==> config.mk <==
export PLATFORM = sky130hd
export DESIGN_NAME = fifo_stream_reader
export DESIGN_NICKNAME = d
export VERILOG_FILES = /design/src/rtl/fifo_rd_pkg.sv /design/src/rtl/rd_skid_buf.sv /design/src/rtl/fifo_stream_reader.sv
export SDC_FILE = /design/constraint.sdc
export NUM_CORES = 1
export LEC_CHECK = 0
export ABC_AREA = 1
export CAP_MARGIN = 5
export CORE_ASPECT_RATIO = 0.75
export CORE_MARGIN = 2
export CORE_UTILIZATION = 30
export CTS_BUF_LIST = sky130_fd_sc_hd__clkbuf_4
export DETAILED_ROUTE_END_ITERATION = 10
export GPL_TIMING_DRIVEN = 1
export PLACE_DENSITY = 0.49
export SYNTH_ARGS = -nofsm -noshare
export SYNTH_HDL_FRONTEND = slang
export SYNTH_HIERARCHICAL = 1
export SYNTH_SLANG_ARGS = --single-unit
==> constraint.sdc <==
create_clock -name clk -period 1.39 [get_ports clk]
set_input_delay 0.278 -clock clk [delete_from_list [all_inputs] [get_ports clk]]
set_output_delay 0.278 -clock clk [all_outputs]
set_load 0.005 [all_outputs]
==> src/rtl/fifo_rd_pkg.sv <==
// fifo_rd_pkg
// Shared definitions for the FIFO-to-stream reader: the controller state
// encoding, the default widths used by the top, and the skid-buffer depth.
// No ports; imported by rd_skid_buf and fifo_stream_reader.
package fifo_rd_pkg;

    localparam int DEF_DATA_WIDTH = 8;
    localparam int DEF_BURST_LEN  = 4;
    localparam int DEF_CNT_WIDTH  = 16;

    // Three entries cover the two-cycle read pipeline plus one word of slack,
    // which is what lets the stream run at one word per cycle.
    localparam int BUF_DEPTH = 3;

    typedef enum logic [1:0] {
        IDLE = 2'd0,
        RUN  = 2'd1,
        STOP = 2'd2
    } state_t;

endpackage

==> src/rtl/rd_skid_buf.sv <==
// rd_skid_buf
// Three-entry in-order buffer that holds words returned by the FIFO until the
// downstream stream accepts them.
// Ports:
//   clk, rst          clock and asynchronous active-high reset
//   push, push_data   write one word (ignored only if full and not popping)
//   pop               remove the head word (ignored when empty)
//   head              current head word, zero while the buffer is empty
//   count             number of stored words (0..3)
module rd_skid_buf
    import fifo_rd_pkg::*;
#(
    parameter int DATA_WIDTH = DEF_DATA_WIDTH
) (
    input  logic                  clk,
    input  logic                  rst,
    input  logic                  push,
    input  logic [DATA_WIDTH-1:0] push_data,
    input  logic                  pop,
    output logic [DATA_WIDTH-1:0] head,
    output logic [1:0]            count
);

    logic [DATA_WIDTH-1:0] mem [0:BUF_DEPTH-1];
    logic [1:0]            wr_ptr;
    logic [1:0]            rd_ptr;
    logic                  do_push;
    logic                  do_pop;

    function automatic logic [1:0] next_ptr(input logic [1:0] ptr);
        return (ptr == 2'(BUF_DEPTH - 1)) ? 2'd0 : ptr + 2'd1;
    endfunction

    // A push into a full buffer is still safe when the head leaves on the same edge.
    assign do_pop  = pop && (count != 2'd0);
    assign do_push = push && ((count != 2'(BUF_DEPTH)) || do_pop);

    always_ff @(posedge clk or posedge rst) begin
        if (rst) begin
            for (int i = 0; i < BUF_DEPTH; i++) begin
                mem[i] <= '0;
            end
            wr_ptr <= 2'd0;
            rd_ptr <= 2'd0;
            count  <= 2'd0;
        end else begin
            if (do_push) begin
                mem[wr_ptr] <= push_data;
                wr_ptr      <= next_ptr(wr_ptr);
            end
            if (do_pop) begin
                rd_ptr <= next_ptr(rd_ptr);
            end
            case ({do_push, do_pop})
                2'b10:   count <= count + 2'd1;
                2'b01:   count <= count - 2'd1;
                default: count <= count;
            endcase
        end
    end

    // Stale entries are masked so the stream data reads zero while nothing is valid.
    assign head = (count == 2'd0) ? '0 : mem[rd_ptr];

endmodule

==> src/rtl/fifo_stream_reader.sv <==
// fifo_stream_reader
// Reads words from a synchronous FIFO (one-cycle read latency) and presents
// them as a valid/ready stream framed into BURST_LEN-word bursts.
// Ports:
//   clk, rst        clock and asynchronous active-high reset
//   en              level enable; high permits FIFO reads
//   fifo_empty      FIFO empty flag
//   fifo_rd_en      FIFO read strobe (combinational)
//   fifo_data_out   FIFO read data, valid the cycle after fifo_rd_en
//   m_data/m_valid  stream data and valid
//   m_ready         downstream accept
//   m_last          marks the final word of each burst
//   busy            high whenever the controller is not idle
//   word_cnt        number of completed stream transfers (wraps)
module fifo_stream_reader
    import fifo_rd_pkg::*;
#(
    parameter int DATA_WIDTH = DEF_DATA_WIDTH,
    parameter int BURST_LEN  = DEF_BURST_LEN,
    parameter int CNT_WIDTH  = DEF_CNT_WIDTH
) (
    input  logic                  clk,
    input  logic                  rst,
    input  logic                  en,
    input  logic                  fifo_empty,
    output logic                  fifo_rd_en,
    input  logic [DATA_WIDTH-1:0] fifo_data_out,
    output logic [DATA_WIDTH-1:0] m_data,
    output logic                  m_valid,
    input  logic                  m_ready,
    output logic                  m_last,
    output logic                  busy,
    output logic [CNT_WIDTH-1:0]  word_cnt
);

    localparam int                BEAT_W    = (BURST_LEN > 1) ? $clog2(BURST_LEN) : 1;
    localparam logic [BEAT_W-1:0] LAST_BEAT = BEAT_W'(BURST_LEN - 1);

    state_t            state;
    logic              in_flight;
    logic [1:0]        buf_count;
    logic [2:0]        pending;
    logic [BEAT_W-1:0] beat;
    logic              xfer;

    // Credits: a read is only issued if the word it returns is guaranteed a slot,
    // counting both stored words and the one still travelling from the FIFO.
    assign pending    = {1'b0, buf_count} + {2'b00, in_flight};
    assign fifo_rd_en = (state == RUN) && !fifo_empty && (pending < 3'(BUF_DEPTH));

    assign m_valid = (buf_count != 2'd0);
    assign xfer    = m_valid && m_ready;
    assign m_last  = m_valid && (beat == LAST_BEAT);

    rd_skid_buf #(
        .DATA_WIDTH (DATA_WIDTH)
    ) u_buf (
        .clk       (clk),
        .rst       (rst),
        .push      (in_flight),
        .push_data (fifo_data_out),
        .pop       (xfer),
        .head      (m_data),
        .count     (buf_count)
    );

    // STOP always drains fully before returning to IDLE, even if en comes back,
    // so a restart never overlaps with words still owed from the last run.
    always_ff @(posedge clk or posedge rst) begin
        if (rst) begin
            state <= IDLE;
            busy  <= 1'b0;
        end else begin
            case (state)
                IDLE: begin
                    if (en) begin
                        state <= RUN;
                        busy  <= 1'b1;
                    end
                end
                RUN: begin
                    if (!en) begin
                        state <= STOP;
                    end
                end
                STOP: begin
                    if ((buf_count == 2'd0) && !in_flight) begin
                        state <= IDLE;
                        busy  <= 1'b0;
                    end
                end
                default: begin
                    state <= IDLE;
                    busy  <= 1'b0;
                end
            endcase
        end
    end

    // The read strobe delayed by one cycle marks the edge on which FIFO data is valid.
    always_ff @(posedge clk or posedge rst) begin
        if (rst) begin
            in_flight <= 1'b0;
        end else begin
            in_flight <= fifo_rd_en;
        end
    end

    always_ff @(posedge clk or posedge rst) begin
        if (rst) begin
            beat     <= '0;
            word_cnt <= '0;
        end else if (xfer) begin
            beat     <= (beat == LAST_BEAT) ? '0 : beat + BEAT_W'(1);
            word_cnt <= word_cnt + CNT_WIDTH'(1);
        end
    end

endmodule

==> results.sh, run 1 <==
export IMPL_hpwl_um=4574
export IMPL_cts_buffers=5
export IMPL_drt_iter0_drc=101
export IMPL_required_ps=1110
export IMPL_clkPwrFrac=0.080
export IMPL_ys_seq_area_frac=0.4894
export IMPL_start_kind="flip-flop"
export IMPL_ys_types=27
export IMPL_diodes=0
export IMPL_peakVddDrop_uv=699.4
export IMPL_syn_num_nets=341
export IMPL_rows=29
export IMPL_synth_top_family_by_area="simple AND/OR/NAND/NOR gates"
export IMPL_period_needed_ps=1941
export IMPL_internal_power_uw=4704
export IMPL_slew_headroom=0.7364
export IMPL_gp_congestion=0.7354
export IMPL_worst_setup_path_end_kind="output pin"
export IMPL_critPathBufInv=1
export IMPL_grt_overflow=0
export IMPL_holdWs_ps=235.8
export IMPL_status="complete, but fails checks"
export IMPL_viasPerCell=4.546
export IMPL_p_seq_frac=0.315
export IMPL_syn2layout_area_growth_pct=65.13
export IMPL_finClkSkew_ps=4.865
export IMPL_cts_tree="yes"
export IMPL_coreArea_um2=8527
export IMPL_fin_nets=469
export IMPL_ys_seq_elements=52
export IMPL_final_common_cell="nand2_1"
export IMPL_path_cells="ha_2 -> ha_4 -> a2111oi_4 -> buf_2"
export IMPL_antenna_found_initial=0
export IMPL_ant_nets=0
export IMPL_grt_max_degree=31
export IMPL_arrival_ps=1660
export IMPL_dr_pass1_iters=5
export IMPL_report_final_slew_viol_count=0
export IMPL_yosys_area_share_simple=0.3544
export IMPL_clockBufferDepth=2
export IMPL_yosys_warnings=6
export IMPL_place_area_um2=3471
export IMPL_cp_top_family="adder cells"
export IMPL_root_buffer="clkbuf_4"
export IMPL_hold_viol_final=0
export IMPL_fillers=776
export IMPL_drive_gt1_frac=0.4403
export IMPL_clock_sinks=52
export IMPL_final_cell_mix="90 x nand2_1, 49 x dfrtp_1, 45 x buf_4"
export IMPL_pwr_share_comb=0.604
export IMPL_die_area_um2=9640
export IMPL_syn_area_um2=2659
export IMPL_switching_power_uw=3333
export IMPL_syn_area_per_cell_um2=8.206
export IMPL_worst_slack_ps=-550.7
export IMPL_slowest_delay_ps=410
export IMPL_worstHoldPathType="in -> async"
export IMPL_drt_total_wl_um=7654
export IMPL_fin_area_um2=4390
export IMPL_netlist_instances=324
export IMPL_track_usage=0.1738
export IMPL_die_width_um=112.7
export IMPL_min_period_over_period=1.396
export IMPL_grt_pass1_vias=2669
export IMPL_setup_viol=54
export IMPL_multi_input_area_um2=1563
export IMPL_die_height_um=85.53
export IMPL_ctsHoldBuffers=0
export IMPL_fmax_ghz=0.5153
export IMPL_violations="setup timing"
export IMPL_synth_mux_area_frac=0
export IMPL_drt_wirelength_per_cell_um=13.67
export IMPL_port_buffers=40
export IMPL_path_class="reg -> out"
export IMPL_grt_pass1_wl_um=13220
export IMPL_leakage_uw=0.002259
export IMPL_vias=2546
export IMPL_start_util=0.3118
export IMPL_cp_slowest_cell="dfrtp_1"
export IMPL_synthAdderAreaFrac=0.01882
export IMPL_synth_compound_area_share=0.02824
export IMPL_cts_reportedPaths_clkPinSlew_ps=140
export IMPL_seq_area_um2=1305
export IMPL_path_max_fanout=2
export IMPL_tightest_slew_ps=395.0
export IMPL_clkLatencyLatePin_ps=370
export IMPL_cap_violations=0
export IMPL_remaining_drc_errors=0
export IMPL_switching_share=0.4147
export IMPL_synth_xor_area_share=0.03624
export IMPL_rsz0062_at_grt="true"
export IMPL_powerDensity_nw_per_um2=1830
export IMPL_htreeDepth=2
export IMPL_pin_count=41
[sequential cells by signal, indices dropped and copies added (netlist names)]
signal,count
u_buf/rd_ptr,2
in_flight,1
busy,1
u_buf/mem,24
u_buf/wr_ptr,2
word_cnt,16
state,2
beat,2
u_buf/count,2
[power groups by stage]
stage	logic [uW]	registers (uW)	clock network [uW]
2_1_floorplan	1630	2490	0
3_3_place_gp	3100	2490	0
3_5_place_dp	3120	2500	0
4_1_cts	4590	2490	697
5_1_grt	5320	2620	767
6_report	4860	2530	647
[final timing paths]
path                       cells past startpoint      startpoint               to  slack [ps]
max                                            4       in_flight       fifo_rd_en        -550
min                                            3             rst         state[0]         240
max reg2reg                                   11  u_buf/count[1]    u_buf/mem[10]        -280
min reg2reg                                    2   u_buf/mem[18]    u_buf/mem[18]         490
max in group asynchronous                      3             rst  u_buf/rd_ptr[0]         960
min in group clk                               3              en         state[0]         490
[area by class of cell]
cell class | instances | area share
Multi-Input combinational cell | 233 | 0.3559
Clock inverter | 2 | 0.001710
Tap cell | 108 | 0.03078
Inverter | 38 | 0.03591
Clock buffer | 5 | 0.008549
Sequential cell | 52 | 0.2972
Timing Repair Buffer | 122 | 0.2699
[per-stage QoR]
step | instances | setup TNS (ps) | utilization | total power (uW) | setup slack, ps
2_1_floorplan | 324 | -1383 | - | 4121 | -91.17
3_3_place_gp | 502 | -16950 | 0.4070 | 5587 | -539.6
3_5_place_dp | 502 | -17620 | 0.4070 | 5621 | -575.2
4_1_cts | 555 | -11880 | 0.5010 | 7776 | -578.7
5_1_grt | 560 | -15650 | 0.5149 | 8699 | -649.6
6_report | 560 | -11200 | 0.5149 | 8037 | -550.7
[synth_stat cells]
library cell,n,share of area
nand4_1,4,0.0094
xor2_1,5,0.016
o22ai_1,1,0.0024
nand2_4,2,0.0085
a2111oi_0,1,0.0033
nor3_1,2,0.0038
o21a_1,1,0.0028
dfrtp_1,52,0.49
xnor2_1,6,0.020
buf_6,1,0.0042
nand3_1,41,0.077
o31ai_1,1,0.0028
nand2_2,4,0.0094
nand3_4,1,0.0066
buf_8,1,0.0056
nand2_1,121,0.17
inv_2,4,0.0056
nand3_2,3,0.011
nor2_8,2,0.015
buf_12,1,0.0075
inv_1,34,0.048
nor2_2,6,0.014
ha_1,4,0.019
nor2_1,14,0.020
buf_2,1,0.0019
o21ai_0,9,0.017
nor2_4,2,0.0085
[routing by layer]
metal	up-vias	wire [um]	global-route usage
met2	41	3459	0.2782
met1	1213	3899	0.2506
met3	7	205	0.02049
met4	0	89	0.04878
met5	-	0	0
li1	1285	-	-
[worst register-to-register path: stages, from the launching register on]
cell	delay, ps
dfrtp_2	460
buf_4	180
nor2_4	150
nor2_4	50
inv_2	70
nand3_4	80
nand2_4	110
clkinv_8	80
buf_12	150
buf_16	130
nand3_1	60
nand2_1	60
[cell families after synthesis]
| logic type | Yosys count |
|---|---|
| xor+xnor | 11 |
| flops | 52 |
| fa+ha+maj | 4 |
| simple gates | 202 |
| buf+inv | 42 |
| compound gates | 13 |
[what timing repair did]
action	in CTS	in global routing
pin swaps	29	12
setup endpoints to repair	65	70
setup buffers	48	9
hold endpoints to repair	0	0
gates cloned	5	0
gates resized for setup	180	37
Power figures use the tool's default switching activity.
==> inputs of run 2 (changes only) <==
CTS_BUF_LIST = sky130_fd_sc_hd__clkbuf_16   (was sky130_fd_sc_hd__clkbuf_4)
==> run 2 against run 1 <==
Compared with the run above: the run still ends with setup timing left; cell count down 1.4%; combinational power about the same; non-clock buffer count down 7; global-route usage down 0.66 points; clock skew up 0.54 ps; routed wire length down 0.39%; clock-buffer cell count unchanged; first-iteration DRC count down 24%; sequential power up 3%; cell area up 3.9%; fmax up 6.1%; die area unchanged; highest routed layer unchanged.
==> results.sh, run 2 (synthesis gave the netlist of run 1 again) <==
export IMPL_status="complete, but fails checks"
export IMPL_violations="setup timing"
export IMPL_worst_setup_path_end_kind="output pin"
export IMPL_leakage_uw=0.002337
export IMPL_cp_slowest_cell="dfrtp_1"
export IMPL_utilization=0.5351
export IMPL_period_needed_ps=1830
export IMPL_grt_pass1_vias=2595
export IMPL_diodes=0
export IMPL_die_height_um=85.53
export IMPL_top_layer_used="met4"
export IMPL_dr_pass1_iters=4
export IMPL_slowest_delay_ps=380
export IMPL_fillers=741
export IMPL_gp_congestion=0.7354
export IMPL_ctsHoldBuffers=0
export IMPL_antenna_found_initial=0
export IMPL_hpwl_um=4574
export IMPL_pwr_share_comb=0.564
export IMPL_die_area_um2=9640
export IMPL_switching_share=0.4009
export IMPL_ant_nets=0
export IMPL_regMostFlops="u_buf/mem"
export IMPL_path_cells="ha_2 -> ha_4 -> a2111oi_4 -> buf_2"
export IMPL_clkLatencyLatePin_ps=290
export IMPL_cts_tree="yes"
export IMPL_fin_nets=461
export IMPL_required_ps=1110
export IMPL_finClkSkew_ps=5.409
export IMPL_remaining_drc_errors=0
export IMPL_start_util=0.3118
export IMPL_startpoint="in_flight"
export IMPL_met3RoutedLength_um=260
export IMPL_clockBufferDepth=2
export IMPL_final_common_cell="nand2_1"
export IMPL_largest_reg_flops=24
export IMPL_drt_iter0_drc=77
export IMPL_cts_buffers=5
export IMPL_drt_total_wl_um=7624
export IMPL_syn2layout_area_growth_pct=71.62
export IMPL_setup_viol=48
export IMPL_cts_reportedPaths_clkPinSlew_ps=60
export IMPL_tightest_slew_ps=486.8
export IMPL_rsz0062_at_grt="true"
export IMPL_viasPerCell=4.591
export IMPL_die_width_um=112.7
export IMPL_final_cell_mix="65 x nand2_1, 50 x dfrtp_1, 42 x nand2_2"
export IMPL_clkPwrFrac=0.135
export IMPL_r2r_setup_slack_ps=-220
export IMPL_htreeDepth=2
export IMPL_powerDensity_nw_per_um2=1898
export IMPL_pin_count=41
export IMPL_wl_met2_um=3554
export IMPL_path_class="reg -> out"
export IMPL_clock_sinks=52
export IMPL_worst_r2r_startpoint="u_buf/count[1]"
export IMPL_top_regs="u_buf/mem: 24 flops, word_cnt: 16 flops"
export IMPL_drt_met1_wl_um=3754
export IMPL_peakVddDrop_uv=807.8
export IMPL_drt_wirelength_per_cell_um=13.81
export IMPL_drive_gt1_frac=0.4820
export IMPL_cap_violations=0
export IMPL_report_final_slew_viol_count=0
export IMPL_vias=2534
export IMPL_coreArea_um2=8527
export IMPL_hold_viol_final=0
export IMPL_p_seq_frac=0.301
export IMPL_internal_power_uw=5189
export IMPL_arrival_ps=1550
export IMPL_grt_overflow=0
export IMPL_rows=29
export IMPL_worst_slack_ps=-439.9
export IMPL_holdWs_ps=339.2
export IMPL_port_buffers=40
export IMPL_slew_headroom=0.6751
export IMPL_track_usage=0.1672
export IMPL_start_kind="flip-flop"
export IMPL_path_max_fanout=2
export IMPL_switching_power_uw=3473
export IMPL_fmax_ghz=0.5465
export IMPL_grt_max_degree=31
export IMPL_root_buffer="clkbuf_16"
export IMPL_grt_pass1_wl_um=12850
export IMPL_min_period_over_period=1.316
export IMPL_worstHoldPathType="in -> async"
==> run 2: cell count changes in the layout (fill, tap and decap cells not counted), moves of 3 or more <==
| cell | before | now |
|---|---|---|
| buf_4 | 45 | 39 |
| buf_6 | 29 | 26 |
| clkbuf_16 | 0 | 5 |
| clkbuf_4 | 5 | 0 |
| clkdlybuf4s15_1 | 7 | 1 |
| dlygate4sd2_1 | 8 | 16 |
| nand2_1 | 90 | 65 |
| nand2_2 | 26 | 42 |
| nand2_4 | 10 | 17 |
==> run 2: stage by stage <==
stage | setup slack [ps] | power [uW] | instance area (um2) | setup TNS (ps) | cells
2_1_floorplan | -91.17 | 4121 | 2694 | -1383 | 324
3_3_place_gp | -539.6 | 5587 | 3471 | -16950 | 502
3_5_place_dp | -575.2 | 5621 | 3471 | -17620 | 502
4_1_cts | -449.1 | 7982 | 4235 | -9071 | 549
5_1_grt | -513.8 | 9317 | 4563 | -12270 | 552
6_report | -439.9 | 8663 | 4563 | -8917 | 552
==> run 2: final cells by class <==
| class | count | area (um2) | area share |
|---|---|---|---|
| Clock buffer | 5 | 125.1 | 0.02742 |
| Clock inverter | 2 | 7.507 | 0.001645 |
| Inverter | 38 | 155.1 | 0.03400 |
| Multi-Input combinational cell | 232 | 1698 | 0.3721 |
| Sequential cell | 52 | 1304 | 0.2857 |
| Tap cell | 108 | 135.1 | 0.02961 |
| Timing Repair Buffer | 115 | 1139 | 0.2495 |
==> run 2: repair_timing <==
| action | CTS | global route |
|---|---|---|
| setup endpoints to repair | 64 | 63 |
| resized for setup | 145 | 104 |
| buffers inserted | 37 | 13 |
| gates cloned | 4 | 1 |
| pin swaps | 12 | 29 |
==> run 2: final timing paths <==
| path | to | cells past startpoint |
|---|---|---|
| worst max-delay path | fifo_rd_en | 4 |
| min in group clk | word_cnt[4] | 4 |
| worst max register to register | u_buf/mem[0] | 11 |
| worst min-delay path | state[0] | 3 |
| max in group asynchronous | u_buf/rd_ptr[0] | 3 |
| worst min register to register | busy | 2 |
==> run 2: critical path, delay by kind of cell, from the launching register on <==
kind            cells  cell delay, ps
compound gates      1             300
fa+ha+maj           2             420
buf+inv             1             170
flops               1             380
==> run 2: power groups by stage <==
| stage | clock network [uW] | registers, uW | logic, uW |
|---|---|---|---|
| after global routing | 1280 | 2700 | 5350 |
| after CTS | 1200 | 2480 | 4300 |
| after floorplan | 0 | 2490 | 1630 |
| after detailed placement | 0 | 2500 | 3120 |
| final | 1170 | 2610 | 4890 |
| after global placement | 0 | 2490 | 3100 |
==> run 2: layer usage <==
metal	global-route usage	up-vias
li1	-	1269
met1	0.2406	1212
met2	0.2716	49
met3	0.02191	4
met4	0.03659	0
met5	0	-
==> inputs of run 3 (changes only) <==
CTS_BUF_LIST = sky130_fd_sc_hd__clkbuf_2   (was sky130_fd_sc_hd__clkbuf_16)
PLACE_DENSITY = 0.52   (was 0.49)
SETUP_SLACK_MARGIN = 0.15   (was unset)
==> run 3 against run 2 <==
Compared with the run above: the run still ends with setup timing left; clock-buffer cell count unchanged; cell area down 6.6%; non-clock buffer count down 12; worst setup slack worse by 260 ps; clock power down 45%; critical path depth unchanged; sequential power down 2%; routed wire length down 0.30%; via count down 1.5%; largest power group unchanged.
==> results.sh, run 3 (synthesis gave the netlist of run 1 again) <==
export IMPL_critPathBufInv=1
export IMPL_path_class="reg -> out"
export IMPL_diodes=0
export IMPL_largest_reg_flops=24
export IMPL_finClkSkew_ps=46.63
export IMPL_multi_input_area_um2=1665
export IMPL_cp_top_family="flip-flops"
export IMPL_track_usage=0.1608
export IMPL_grt_max_degree=31
export IMPL_die_area_um2=9640
export IMPL_fin_area_um2=4260
export IMPL_syn2layout_area_growth_pct=60.24
export IMPL_ff2ff_path_depth=13
export IMPL_ant_nets=0
export IMPL_cp_slowest_cell="dfrtp_2"
export IMPL_grt_pass1_vias=2424
export IMPL_status="complete, but fails checks"
export IMPL_final_cell_mix="89 x nand2_1, 45 x dfrtp_1, 31 x buf_4"
export IMPL_utilization=0.4996
export IMPL_die_width_um=112.7
export IMPL_antenna_found_initial=0
export IMPL_regMostFlops="u_buf/mem"
export IMPL_grt_overflow=0
export IMPL_cap_violations=0
export IMPL_drive_gt1_frac=0.5093
export IMPL_cts_buffers=5
export IMPL_arrival_ps=1810
export IMPL_start_util=0.3118
export IMPL_slowest_delay_ps=490
export IMPL_rsz0062_at_grt="true"
export IMPL_worstHoldPathType="in -> async"
export IMPL_die_height_um=85.53
export IMPL_worst_path_most_repeated_cell="ha_4"
export IMPL_vias=2497
export IMPL_path_cells="ha_4 -> ha_4 -> a2111oi_4 -> buf_2"
export IMPL_fin_nets=448
export IMPL_leakage_uw=0.002179
export IMPL_violations="setup timing"
export IMPL_place_area_um2=3422
export IMPL_peakVddDrop_uv=831.0
export IMPL_clock_sinks=52
export IMPL_drt_iter0_drc=124
export IMPL_worst_setup_path_end_kind="output pin"
export IMPL_remaining_drc_errors=0
export IMPL_cts_reportedPaths_clkPinSlew_ps=300
export IMPL_period_needed_ps=2090
export IMPL_port_buffers=40
export IMPL_start_kind="flip-flop"
export IMPL_dp_slack_ps=-534.5
export IMPL_dp_cells=497
export IMPL_root_buffer="clkbuf_2"
export IMPL_final_common_cell="nand2_1"
export IMPL_top_regs="u_buf/mem: 24 flops, word_cnt: 16 flops"
export IMPL_coreArea_um2=8527
export IMPL_fillers=794
export IMPL_powerDensity_nw_per_um2=1832
export IMPL_rows=29
export IMPL_drt_wirelength_per_cell_um=14.08
export IMPL_holdWs_ps=112.2
export IMPL_worst_slack_ps=-700.2
export IMPL_drt_total_wl_um=7601
export IMPL_viasPerCell=4.624
export IMPL_startpoint="u_buf/count[0]"
export IMPL_htreeDepth=2
export IMPL_gp_congestion=0.7689
export IMPL_grt_pass1_wl_um=12300
export IMPL_clkLatencyLatePin_ps=470
export IMPL_report_final_slew_viol_count=0
export IMPL_required_ps=1110
export IMPL_fin_cells=540
export IMPL_min_period_over_period=1.504
export IMPL_clockBufferDepth=2
export IMPL_dr_pass1_iters=4
export IMPL_crit_cells=4
export IMPL_pin_count=41
export IMPL_slew_headroom=0.7716
export IMPL_cts_tree="yes"
export IMPL_worst_r2r_startpoint="u_buf/count[0]"
export IMPL_path_max_fanout=2
export IMPL_fmax_ghz=0.4784
export IMPL_tightest_slew_ps=339.9
export IMPL_hpwl_um=4645
export IMPL_setup_viol=62
export IMPL_seq_area_um2=1310
export IMPL_hold_viol_final=0
==> run 3: cell types whose count changed in the layout (fill, tap and decap cells not counted), sizes merged <==
cell / change
dlygate4sd2: -16
buf: +6
clkbuf: -1
clkdlybuf4s15: -1
clkdlybuf4s50: +1
dlymetal6s2s: -1
inv: +1
nand2: -1
==> run 3: power by group <==
| group | switching (uW) | internal [uW] | total (uW) |
|---|---|---|---|
| Sequential | 471 | 2080 | 2550 |
| Combinational | 2370 | 2240 | 4610 |
| Clock | 522 | 123 | 645 |
| Total | 3360 | 4450 | 7810 |
==> run 3: routing by layer <==
metal  GRT usage  wire, um
met5           0         0
met1      0.2340      3671
met3     0.02261       280
met2      0.2520      3575
met4     0.04545        73
==> run 3: repair_timing <==
| item | 4_1_cts | 5_1_grt |
|---|---|---|
| gates resized for setup | 224 | 54 |
| pin swaps | 17 | 25 |
| hold buffers | 0 | 0 |
| setup endpoints to repair | 77 | 79 |
| buffers inserted | 24 | 8 |
| cloned | 3 | 0 |
==> run 3: cell type report <==
type                       count  share of cell area
timing repair buffer         103              0.2223
tap                          108             0.03172
clock buffer                   5            0.005874
clock inverter                 3            0.004112
sequential                    52              0.3075
inverter                      38             0.03759
multi-input combinational    231              0.3909
==> run 3: metrics by stage <==
stage	power [uW]	TNS, ps
after floorplan	4150	-924.9
after global placement	5498	-16500
after detailed placement	5550	-16600
after CTS	7213	-12340
after global routing	8363	-28460
final	7807	-24230
==> run 3: worst min-delay path, stage by stage <==
cell             delay [ps]
clkdlybuf4s50_1         420
inv_1                   100
buf_12                  210
==> run 3: final timing paths <==
| kind | to | slack [ps] |
|---|---|---|
| min | u_buf/count[1] | 110 |
| max reg2reg | u_buf/mem[3] | -470 |
| min in group clk | u_buf/mem[9] | 410 |
| min reg2reg | u_buf/mem[20] | 510 |
| max in group asynchronous | word_cnt[6] | 980 |
| max | fifo_rd_en | -700 |
